`src/rtl/apb_conv_pkg.sv`:
```
// rtl/apb_conv_pkg.sv - shared register map, command codes, FSM states and step records
package apb_conv_pkg;

    localparam logic [31:0] REG_CMD       = 32'h00;
    localparam logic [31:0] REG_IN_CH     = 32'h04;
    localparam logic [31:0] REG_OUT_CH    = 32'h08;
    localparam logic [31:0] REG_FLEN      = 32'h0c;
    localparam logic [31:0] REG_DONE_W    = 32'h20;
    localparam logic [31:0] REG_DONE_IN   = 32'h24;
    localparam logic [31:0] REG_DONE_ACC  = 32'h28;
    localparam logic [31:0] REG_DONE_CONV = 32'h2c;

    localparam logic [2:0] CMD_IDLE    = 3'd0;
    localparam logic [2:0] CMD_LOAD_W  = 3'd1;
    localparam logic [2:0] CMD_LOAD_IN = 3'd2;
    localparam logic [2:0] CMD_ACC     = 3'd3;
    localparam logic [2:0] CMD_CONV    = 3'd4;

    localparam int NUM_STEPS = 12;
    localparam int STEP_W    = 4;

    typedef enum logic [2:0] {
        ST_IDLE   = 3'd0,
        ST_SETUP  = 3'd1,
        ST_ACCESS = 3'd2,
        ST_GAP    = 3'd3,
        ST_FIN    = 3'd4
    } state_e;

    // Command selectors share their encoding with the command code they write.
    typedef enum logic [2:0] {
        DS_CMD0   = 3'd0,
        DS_CMD1   = 3'd1,
        DS_CMD2   = 3'd2,
        DS_CMD3   = 3'd3,
        DS_CMD4   = 3'd4,
        DS_IN_CH  = 3'd5,
        DS_OUT_CH = 3'd6,
        DS_FLEN   = 3'd7
    } data_sel_e;

    typedef struct packed {
        logic [31:0] addr;
        logic        write;
        data_sel_e   data_sel;
    } step_t;

    function automatic step_t mk_step(logic [31:0] a, logic w, data_sel_e ds);
        step_t s;
        s.addr     = a;
        s.write    = w;
        s.data_sel = ds;
        return s;
    endfunction

endpackage

```
`src/rtl/apb_conv_step_rom.sv`:
```
// rtl/apb_conv_step_rom.sv - step index to bus transfer descriptor lookup
import apb_conv_pkg::*;

module apb_conv_step_rom (
    input  logic [STEP_W-1:0] step_idx,
    output step_t             step
);

    // Fixed layer program: config writes, then command/poll pairs, then command clear.
    always_comb begin
        case (step_idx)
            4'd0:    step = mk_step(REG_IN_CH,     1'b1, DS_IN_CH);
            4'd1:    step = mk_step(REG_OUT_CH,    1'b1, DS_OUT_CH);
            4'd2:    step = mk_step(REG_FLEN,      1'b1, DS_FLEN);
            4'd3:    step = mk_step(REG_CMD,       1'b1, DS_CMD1);
            4'd4:    step = mk_step(REG_DONE_W,    1'b0, DS_CMD0);
            4'd5:    step = mk_step(REG_CMD,       1'b1, DS_CMD2);
            4'd6:    step = mk_step(REG_DONE_IN,   1'b0, DS_CMD0);
            4'd7:    step = mk_step(REG_CMD,       1'b1, DS_CMD3);
            4'd8:    step = mk_step(REG_DONE_ACC,  1'b0, DS_CMD0);
            4'd9:    step = mk_step(REG_CMD,       1'b1, DS_CMD4);
            4'd10:   step = mk_step(REG_DONE_CONV, 1'b0, DS_CMD0);
            default: step = mk_step(REG_CMD,       1'b1, DS_CMD0);
        endcase
    end

endmodule

```
`src/rtl/apb_conv_sequencer.sv`:
```
// rtl/apb_conv_sequencer.sv - APB requester running one conv layer; POLL_TIMEOUT_EN adds poll abort
import apb_conv_pkg::*;

module apb_conv_sequencer #(
    parameter int POLL_GAP  = 4,
    parameter int MAX_POLLS = 1024
) (
    input  logic        PCLK,
    input  logic        PRESET,
    input  logic        start,
    input  logic [5:0]  cfg_flen,
    input  logic [8:0]  cfg_in_ch,
    input  logic [8:0]  cfg_out_ch,
    output logic        busy,
    output logic        done,
    output logic        err,
    output logic [2:0]  phase,
    output logic [31:0] PADDR,
    output logic        PSEL,
    output logic        PENABLE,
    output logic        PWRITE,
    output logic [31:0] PWDATA,
    input  logic [31:0] PRDATA
);

    state_e              state_q, state_d;
    logic [STEP_W-1:0]   step_q, step_d;
    logic [15:0]         gap_q, gap_d;
    logic [5:0]          flen_q, flen_d;
    logic [8:0]          in_ch_q, in_ch_d;
    logic [8:0]          out_ch_q, out_ch_d;
    logic [2:0]          phase_q, phase_d;
    step_t               cur;
    logic [31:0]         wdata;
    logic                accept;
    logic                is_cmd;
    logic                poll_fail;
    logic                timeout;
    logic                prdata_unused;

    apb_conv_step_rom u_rom (
        .step_idx (step_q),
        .step     (cur)
    );

    assign accept        = (state_q == ST_IDLE) && start;
    assign is_cmd        = cur.write && (cur.addr == REG_CMD);
    assign poll_fail     = (state_q == ST_ACCESS) && !cur.write && !PRDATA[0];
    assign prdata_unused = ^PRDATA[31:1];

`ifdef POLL_TIMEOUT_EN
    logic [15:0] polls_q, polls_d;
    logic        err_q, err_d;

    assign timeout = poll_fail && (polls_q == 16'(MAX_POLLS - 1));
    assign err     = err_q;

    // Failed polls per phase; restarts on each command write, abort is sticky until next accept
    always_comb begin
        polls_d = polls_q;
        err_d   = err_q;
        if (accept) begin
            polls_d = '0;
            err_d   = 1'b0;
        end else if ((state_q == ST_ACCESS) && is_cmd) begin
            polls_d = '0;
        end else if (poll_fail) begin
            polls_d = polls_q + 16'd1;
            if (timeout) err_d = 1'b1;
        end
    end

    // Poll counter and abort flag registers
    always_ff @(posedge PCLK) begin
        if (PRESET) begin
            polls_q <= '0;
            err_q   <= 1'b0;
        end else begin
            polls_q <= polls_d;
            err_q   <= err_d;
        end
    end
`else
    logic [15:0] max_polls_unused;
    assign max_polls_unused = 16'(MAX_POLLS);
    assign timeout          = 1'b0;
    assign err              = 1'b0;
`endif

    // Next state: walk the step program, retrying failed polls after the idle gap
    always_comb begin
        state_d = state_q;
        step_d  = step_q;
        gap_d   = gap_q;
        case (state_q)
            ST_IDLE: begin
                if (start) begin
                    state_d = ST_SETUP;
                    step_d  = '0;
                end
            end
            ST_SETUP: state_d = ST_ACCESS;
            ST_ACCESS: begin
                if (timeout) begin
                    step_d  = STEP_W'(NUM_STEPS - 1);
                    state_d = ST_SETUP;
                end else if (poll_fail) begin
                    if (POLL_GAP == 0) begin
                        state_d = ST_SETUP;
                    end else begin
                        state_d = ST_GAP;
                        gap_d   = '0;
                    end
                end else if (step_q == STEP_W'(NUM_STEPS - 1)) begin
                    state_d = ST_FIN;
                end else begin
                    step_d  = step_q + 1'b1;
                    state_d = ST_SETUP;
                end
            end
            ST_GAP: begin
                if (gap_q == 16'(POLL_GAP - 1)) state_d = ST_SETUP;
                else                             gap_d   = gap_q + 16'd1;
            end
            ST_FIN:  state_d = ST_IDLE;
            default: state_d = ST_IDLE;
        endcase
    end

    // Layer config is captured on accept; phase tracks the last command written
    always_comb begin
        flen_d   = flen_q;
        in_ch_d  = in_ch_q;
        out_ch_d = out_ch_q;
        phase_d  = phase_q;
        if (accept) begin
            flen_d   = cfg_flen;
            in_ch_d  = cfg_in_ch;
            out_ch_d = cfg_out_ch;
            phase_d  = CMD_IDLE;
        end else if ((state_q == ST_ACCESS) && is_cmd) begin
            phase_d = 3'(cur.data_sel);
        end
    end

    // State and datapath registers
    always_ff @(posedge PCLK) begin
        if (PRESET) begin
            state_q  <= ST_IDLE;
            step_q   <= '0;
            gap_q    <= '0;
            flen_q   <= '0;
            in_ch_q  <= '0;
            out_ch_q <= '0;
            phase_q  <= '0;
        end else begin
            state_q  <= state_d;
            step_q   <= step_d;
            gap_q    <= gap_d;
            flen_q   <= flen_d;
            in_ch_q  <= in_ch_d;
            out_ch_q <= out_ch_d;
            phase_q  <= phase_d;
        end
    end

    // Bus outputs: address/data only while selected, held across SETUP and ACCESS
    always_comb begin
        case (cur.data_sel)
            DS_IN_CH:  wdata = {23'd0, in_ch_q};
            DS_OUT_CH: wdata = {23'd0, out_ch_q};
            DS_FLEN:   wdata = {26'd0, flen_q};
            default:   wdata = {29'd0, cur.data_sel};
        endcase
        PSEL    = 1'b0;
        PENABLE = 1'b0;
        PWRITE  = 1'b0;
        PADDR   = '0;
        PWDATA  = '0;
        if ((state_q == ST_SETUP) || (state_q == ST_ACCESS)) begin
            PSEL    = 1'b1;
            PENABLE = (state_q == ST_ACCESS);
            PWRITE  = cur.write;
            PADDR   = cur.addr;
            PWDATA  = cur.write ? wdata : 32'd0;
        end
        busy  = (state_q == ST_SETUP) || (state_q == ST_ACCESS) || (state_q == ST_GAP);
        done  = (state_q == ST_FIN);
        phase = phase_q;
    end

endmodule

```
`config.mk`:
```
export PLATFORM = sky130hd
export DESIGN_NAME = apb_conv_sequencer
export DESIGN_NICKNAME = d
export VERILOG_FILES = /design/src/rtl/apb_conv_pkg.sv /design/src/rtl/apb_conv_step_rom.sv /design/src/rtl/apb_conv_sequencer.sv
export SDC_FILE = /design/constraint.sdc
export NUM_CORES = 1
export LEC_CHECK = 0
export ABC_AREA = 1
export CAP_MARGIN = 20
export CORE_MARGIN = 2
export CORE_UTILIZATION = 40
export DETAILED_ROUTE_END_ITERATION = 8
export PLACE_DENSITY = 0.74
export REMOVE_ABC_BUFFERS = 1
export SKIP_LAST_GASP = 1
export SYNTH_ARGS = -nofsm -noshare
export SYNTH_HDL_FRONTEND = slang
export SYNTH_SLANG_ARGS = --single-unit
```
`constraint.sdc`:
```
create_clock -name PCLK -period 1.8 [get_ports PCLK]
set_input_delay 0.36 -clock PCLK [delete_from_list [all_inputs] [get_ports PCLK]]
set_output_delay 0.36 -clock PCLK [all_outputs]
set_load 0.02 [all_outputs]
```
==> results.yml, run 1 <==
timing:
  finalWorstSetupSlack_ps: -155
  period_minus_slack_ps: 1960
  max_freq_ghz: 0.511
  min_period_over_period: 1.09
  hold_violations: 0
  setup_viol_count_final: 22
  rsz0062_at_grt: "yes"
  skew_ps: 9.29
  setup_tns_ps: -1870
  finalMaxSlewViolations: 0
synthesis:
  syn_area_sq_um: 3290
  synth-seq-cells: 57
  syn_inst: 476
  synth.yosys.seq_area_share: 0.347
  synth.distinct_cells: 30
  yosys_warnings: 0
  synth.avg_cell_area_sq_um: 6.90
global_routing:
  first_global_vias: 3089
  antenna_found_initial: 0
  track_usage: 0.187
  gr-total-overflow: 0
  grt_pass1_wl_mm: 13.3
  grt_max_degree: 50
run_status:
  violations: "negative setup slack"
  outcome: "finished, violations left"
finish:
  area_growth_pct: 40.9
  final_nets: 648
  post_layout_nonfiller_instances: 694
  fillerInstances: 724
  layout-drive-gt1-share: 0.295
  seqCellArea_sq_um: 1150
  multi_input_area_sq_um: 1900
  design_area_sq_um: 4630
  final_cell_mix: "inv_1 (59), nand2_1 (59), buf_4 (58)"
  diodes: 0
cts:
  clk_pin_slew_ps: 70
  cts_tree: "done"
  clk-insertion-delay-late_ps: 340
  numCtsBuffers: 9
  clock_path_buffers: 2
  clock-sinks: 57
  htreeDepth: 3
  clock-root-buffer: "clkbuf_8"
placement:
  dp_slack_ps: -417
  placed_cell_area_sq_um: 4020
  place_congestion: 0.883
  port_buffers: 47
  placedCellCount: 665
  dp_hpwl_mm: 5.71
drt:
  drcViolationCount: 0
  first_pass_iters: 5
  postRouteAntennaNets: 0
  drt-initial-drc-count: 125
  routed_wl_mm: 8.64
  vias: 3310
  viasPerCell: 4.77
  wl_per_cell_um: 12.4
power:
  power.total_mw: 4.63
  power.density_nw_per_um2: 1000
  peakVddDrop_mv: 0.546
  p_leak_nw: 2.06
floorplanning:
  die_w_um: 94.6
  rows: 33
  initial_core_util: 0.406
  coreArea_sq_um: 8090
  die_y_um: 94.6
  die_area_sq_um: 8950
  io_pins: 132
hold_path:
  hold_path_class: "reg2reg"
setup_path:
  path_class: "reg2out"
  critPathLaunchType: "flop"
  crit_arrival_ps: 1600
  crit_fanout: 5
  crit_path_end_kind: "output port"
  crit_required_ps: 1440
run:
  timing.max_cap.violations: 0
[through the flow]
step,util,hold WS (ps)
6_report,0.572,449
4_1_cts,0.536,448
3_3_place_gp,0.497,432
5_1_grt,0.572,470
2_1_floorplan,-,425
3_5_place_dp,0.497,438
[critical path, cell delays in order (launching register included)]
cell and delay (ps):
dfxtp_4 400, nand2_4 80, nor2_4 100, inv_2 60, buf_4 140, o22ai_1 160, a21oi_1 80, nor2_2 120
buf_6 120
[routing by layer]
layer,track usage,wire length (um),vias up
li1,-,-,1648
met1,0.217,3450,1513
met2,0.322,4380,119
met3,0.0359,490,30
met4,0.106,324,0
met5,0,0,-
[sequential cells by signal, summed over array words and instances (netlist names)]
register    cells
step_q          4
in_ch_q         9
state_q         3
u_rom.step      7
out_ch_q        9
flen_q          6
gap_q          16
phase           3
[timing repair]
item                                    CTS  global route
pin swaps                                14            19
hold buffers                              0             0
setup buffers                             5             8
gates cloned                              0             1
endpoints found under the setup margin   21            39
gates resized for setup                 109            66
[path summary, 6_finish.rpt]
kind                       from       endpoint  slack (ps)  cells past startpoint
hold reg to reg     out_ch_q[1]    out_ch_q[1]         450                      2
setup reg to reg     state_q[1]  u_rom.step[7]         -80                     14
hold / removal      out_ch_q[1]    out_ch_q[1]         450                      2
setup / recovery  u_rom.step[0]      PWDATA[4]        -160                      8
[final cells by class]
class / instances / area share
clock buffer: 11 / 0.0327
multi-input combinational: 333 / 0.410
inverter: 73 / 0.0622
timing repair buffer: 110 / 0.206
tap: 105 / 0.0284
sequential: 57 / 0.249
clock inverter: 5 / 0.0116
[synth_stat cells]
cell type | instances | area [sq um]
nand3_2 | 4 | 40.0
a21oi_1 | 48 | 240
nand3b_1 | 3 | 22.5
a41oi_1 | 1 | 8.76
inv_2 | 7 | 26.3
nor3_1 | 7 | 35.0
nor2_1 | 40 | 150
o22ai_1 | 4 | 25.0
clkbuf_1 | 8 | 30.0
dfxtp_1 | 57 | 1140
a21boi_0 | 1 | 7.51
nor3_4 | 1 | 16.3
nor2_2 | 1 | 6.26
nor3_2 | 2 | 20.0
nand4_1 | 11 | 68.8
ha_1 | 5 | 62.6
buf_4 | 53 | 398
o21ai_0 | 38 | 190
nor2_4 | 1 | 11.3
xor2_1 | 1 | 8.76
nand3_1 | 31 | 155
a31oi_1 | 2 | 12.5
nand2_2 | 5 | 31.3
nand2_1 | 69 | 259
conb_1 | 1 | 3.75
a221oi_1 | 1 | 8.76
inv_1 | 66 | 248
nand2_4 | 3 | 33.8
buf_2 | 4 | 20.0
o21ai_1 | 1 | 5.00
[kinds of logic (layout without fill, tap and decap cells)]
kind of cell,Yosys count,in the layout,synth area share
adder cells (fa/ha/maj),5,5,0.0190
flip-flops,57,57,0.347
XOR/XNOR,1,1,0.00267
other,1,53,0.00114
buffers and inverters,138,199,0.220
AO/OA/AOI/OAI,96,96,0.152
AND/OR/NAND/NOR,178,178,0.259
[report_power, final]
part,switching [mW],internal (mW)
clock network,0.535,0.710
logic,1.06,0.776
registers,0.115,1.43
Note: power is estimated with default switching activity, not from simulation.
==> run 2: changes to the inputs <==
--- a/config.mk
+++ b/config.mk
@@ -8,9 +8,9 @@
 export ABC_AREA = 1
 export CAP_MARGIN = 20
 export CORE_MARGIN = 2
-export CORE_UTILIZATION = 40
+export CORE_UTILIZATION = 44
 export DETAILED_ROUTE_END_ITERATION = 8
-export PLACE_DENSITY = 0.74
+export PLACE_DENSITY = 0.77
 export REMOVE_ABC_BUFFERS = 1
 export SKIP_LAST_GASP = 1
 export SYNTH_ARGS = -nofsm -noshare
==> constraint.sdc (replaced) <==
create_clock -name PCLK -period 1.81 [get_ports PCLK]
set_input_delay 0.362 -clock PCLK [delete_from_list [all_inputs] [get_ports PCLK]]
set_output_delay 0.362 -clock PCLK [all_outputs]
set_load 0.02 [all_outputs]
==> results.yml, run 2 (synthesized netlist as in run 1, its figures left out) <==
setup_path:
  crit_arrival_ps: 1660
  crit_fanout: 6
  crit_path_end_kind: "output port"
  cpPeakStageDelay_ps: 400
  path_cells: "nor2_4, nor2_4, nand2_4, nor2_4, inv_2, nor2_4, inv_4, a21oi_2, buf_4"
  crit_required_ps: 1450
  critPathTopFamily: "simple AND/OR/NAND/NOR gates"
  path_class: "reg2out"
  critPathLaunchType: "flop"
  crit_top_cell: "nor2_4"
  slowest_stage: "dfxtp_4"
  cp.buffers_inverters: 3
drt:
  drcViolationCount: 0
  postRouteAntennaNets: 0
  drt-initial-drc-count: 135
  viasPerCell: 4.87
  vias: 3354
  wl_per_cell_um: 13.4
  routed_wl_mm: 9.20
  first_pass_iters: 4
cts:
  ctsHoldBuffers: 0
  cts_tree: "done"
  numCtsBuffers: 9
  clk_pin_slew_ps: 80
  clock-root-buffer: "clkbuf_8"
  htreeDepth: 3
  clk-insertion-delay-late_ps: 360
  clock_path_buffers: 2
  clock-sinks: 57
placement:
  place_congestion: 0.877
  placedCellCount: 661
  placed_cell_area_sq_um: 4030
  port_buffers: 47
  dp_hpwl_mm: 5.81
global_routing:
  track_usage: 0.200
  first_global_vias: 3054
  gr-total-overflow: 0
  grt.busiest_layer: "met2"
  grt_use_met1: 0.212
  grt_pass1_wl_mm: 13.2
  antenna_found_initial: 0
  use_met2: 0.367
  grt_max_degree: 50
  use_met3: 0.0526
timing:
  skew_ps: 17.3
  hold_violations: 0
  finalMaxSlewViolations: 0
  setup_viol_count_final: 16
  finalWorstSetupSlack_ps: -213
  min_period_over_period: 1.12
  hold_slack_ps: 447
  rsz0062_at_grt: "yes"
  max_freq_ghz: 0.494
  period_minus_slack_ps: 2020
run_status:
  violations: "negative setup slack"
  outcome: "finished, violations left"
finish:
  utilization: 0.646
  final_nets: 649
  final_cell_mix: "nand2_1 (60), inv_1 (57), conb_1 (53)"
  largest_reg_flops: 16
  layout-drive-gt1-share: 0.300
  reg_top3: "gap_q x16, in_ch_q x9, out_ch_q x9"
  top_register: "gap_q"
  fillerInstances: 561
  design_area_sq_um: 4690
  post_layout_nonfiller_instances: 689
  diodes: 0
  area_growth_pct: 42.7
  final_common_cell: "nand2_1"
floorplanning:
  die_area_sq_um: 8170
  die_w_um: 90.4
  coreArea_sq_um: 7250
  initial_core_util: 0.453
  io_pins: 132
  rows: 31
  die_y_um: 90.4
run:
  timing.max_cap.violations: 0
hold_path:
  hold_path_class: "reg2reg"
power:
  power.density_nw_per_um2: 989
  p_leak_nw: 2.05
  peakVddDrop_mv: 0.765
run 2: cell types whose count changed in the layout (fill, tap and decap cells not counted), moves of 3 or more:
cell	delta
nor2_2	-5
buf_4	-9
nand3_2	+4
nor2_4	+3
nand3_4	-3
buf_2	-5
inv_6	+3
buf_6	+15
clkinv_2	-3
nand2_2	-3
run 2: repair_timing:
item,CTS,global route
setup endpoints to repair,21,32
gates resized for setup,125,75
cloned,0,1
buffers inserted,9,8
pin swaps,18,37
run 2: worst min-delay path: stages, from the launching register on:
cell     delay, ps
dfxtp_1        310
inv_1           50
a21oi_1         50
run 2: worst paths after layout:
| check | to | slack [ps] | from | cells past startpoint |
|---|---|---|---|---|
| hold / removal | out_ch_q[7] | 450 | out_ch_q[7] | 2 |
| setup / recovery | PWDATA[7] | -210 | state_q[0] | 9 |
| setup reg to reg | u_rom.step[6] | -150 | state_q[1] | 15 |
| hold reg to reg | out_ch_q[7] | 450 | out_ch_q[7] | 2 |
run 2: power breakdown:
| group | internal, mW | switching (mW) | leakage [nW] |
|---|---|---|---|
| Combinational | 0.854 | 1.12 | 1.49 |
| Clock | 0.521 | 0.611 | 0.0888 |
| Sequential | 1.42 | 0.113 | 0.469 |
run 2: cell type report:
class / instances / area (sq um) / area share
Inverter: 73 / 290 / 0.0619
Clock buffer: 9 / 124 / 0.0264
Timing Repair Buffer: 110 / 1000 / 0.214
Timing Repair inverter: 1 / 5.00 / 0.00107
Multi-Input combinational cell: 333 / 1930 / 0.411
Clock inverter: 7 / 61.3 / 0.0131
Sequential cell: 57 / 1150 / 0.246
Tap cell: 99 / 124 / 0.0264
run 2: through the flow:
stage,worst slack (ps),setup TNS (ps),power [mW]
final,-213,-1990,4.64
after global placement,-348,-4450,2.94
after floorplan,-442,-4680,2.25
after detailed placement,-395,-5610,2.97
after global routing,-240,-2970,4.85
after CTS,-282,-2240,4.28
run 2: layer usage:
layer | routed length [um] | part of all wire
met1 | 3650 | 0.40
met2 | 4880 | 0.53
met3 | 456 | 0.050
met4 | 207 | 0.023
met5 | 0 | 0
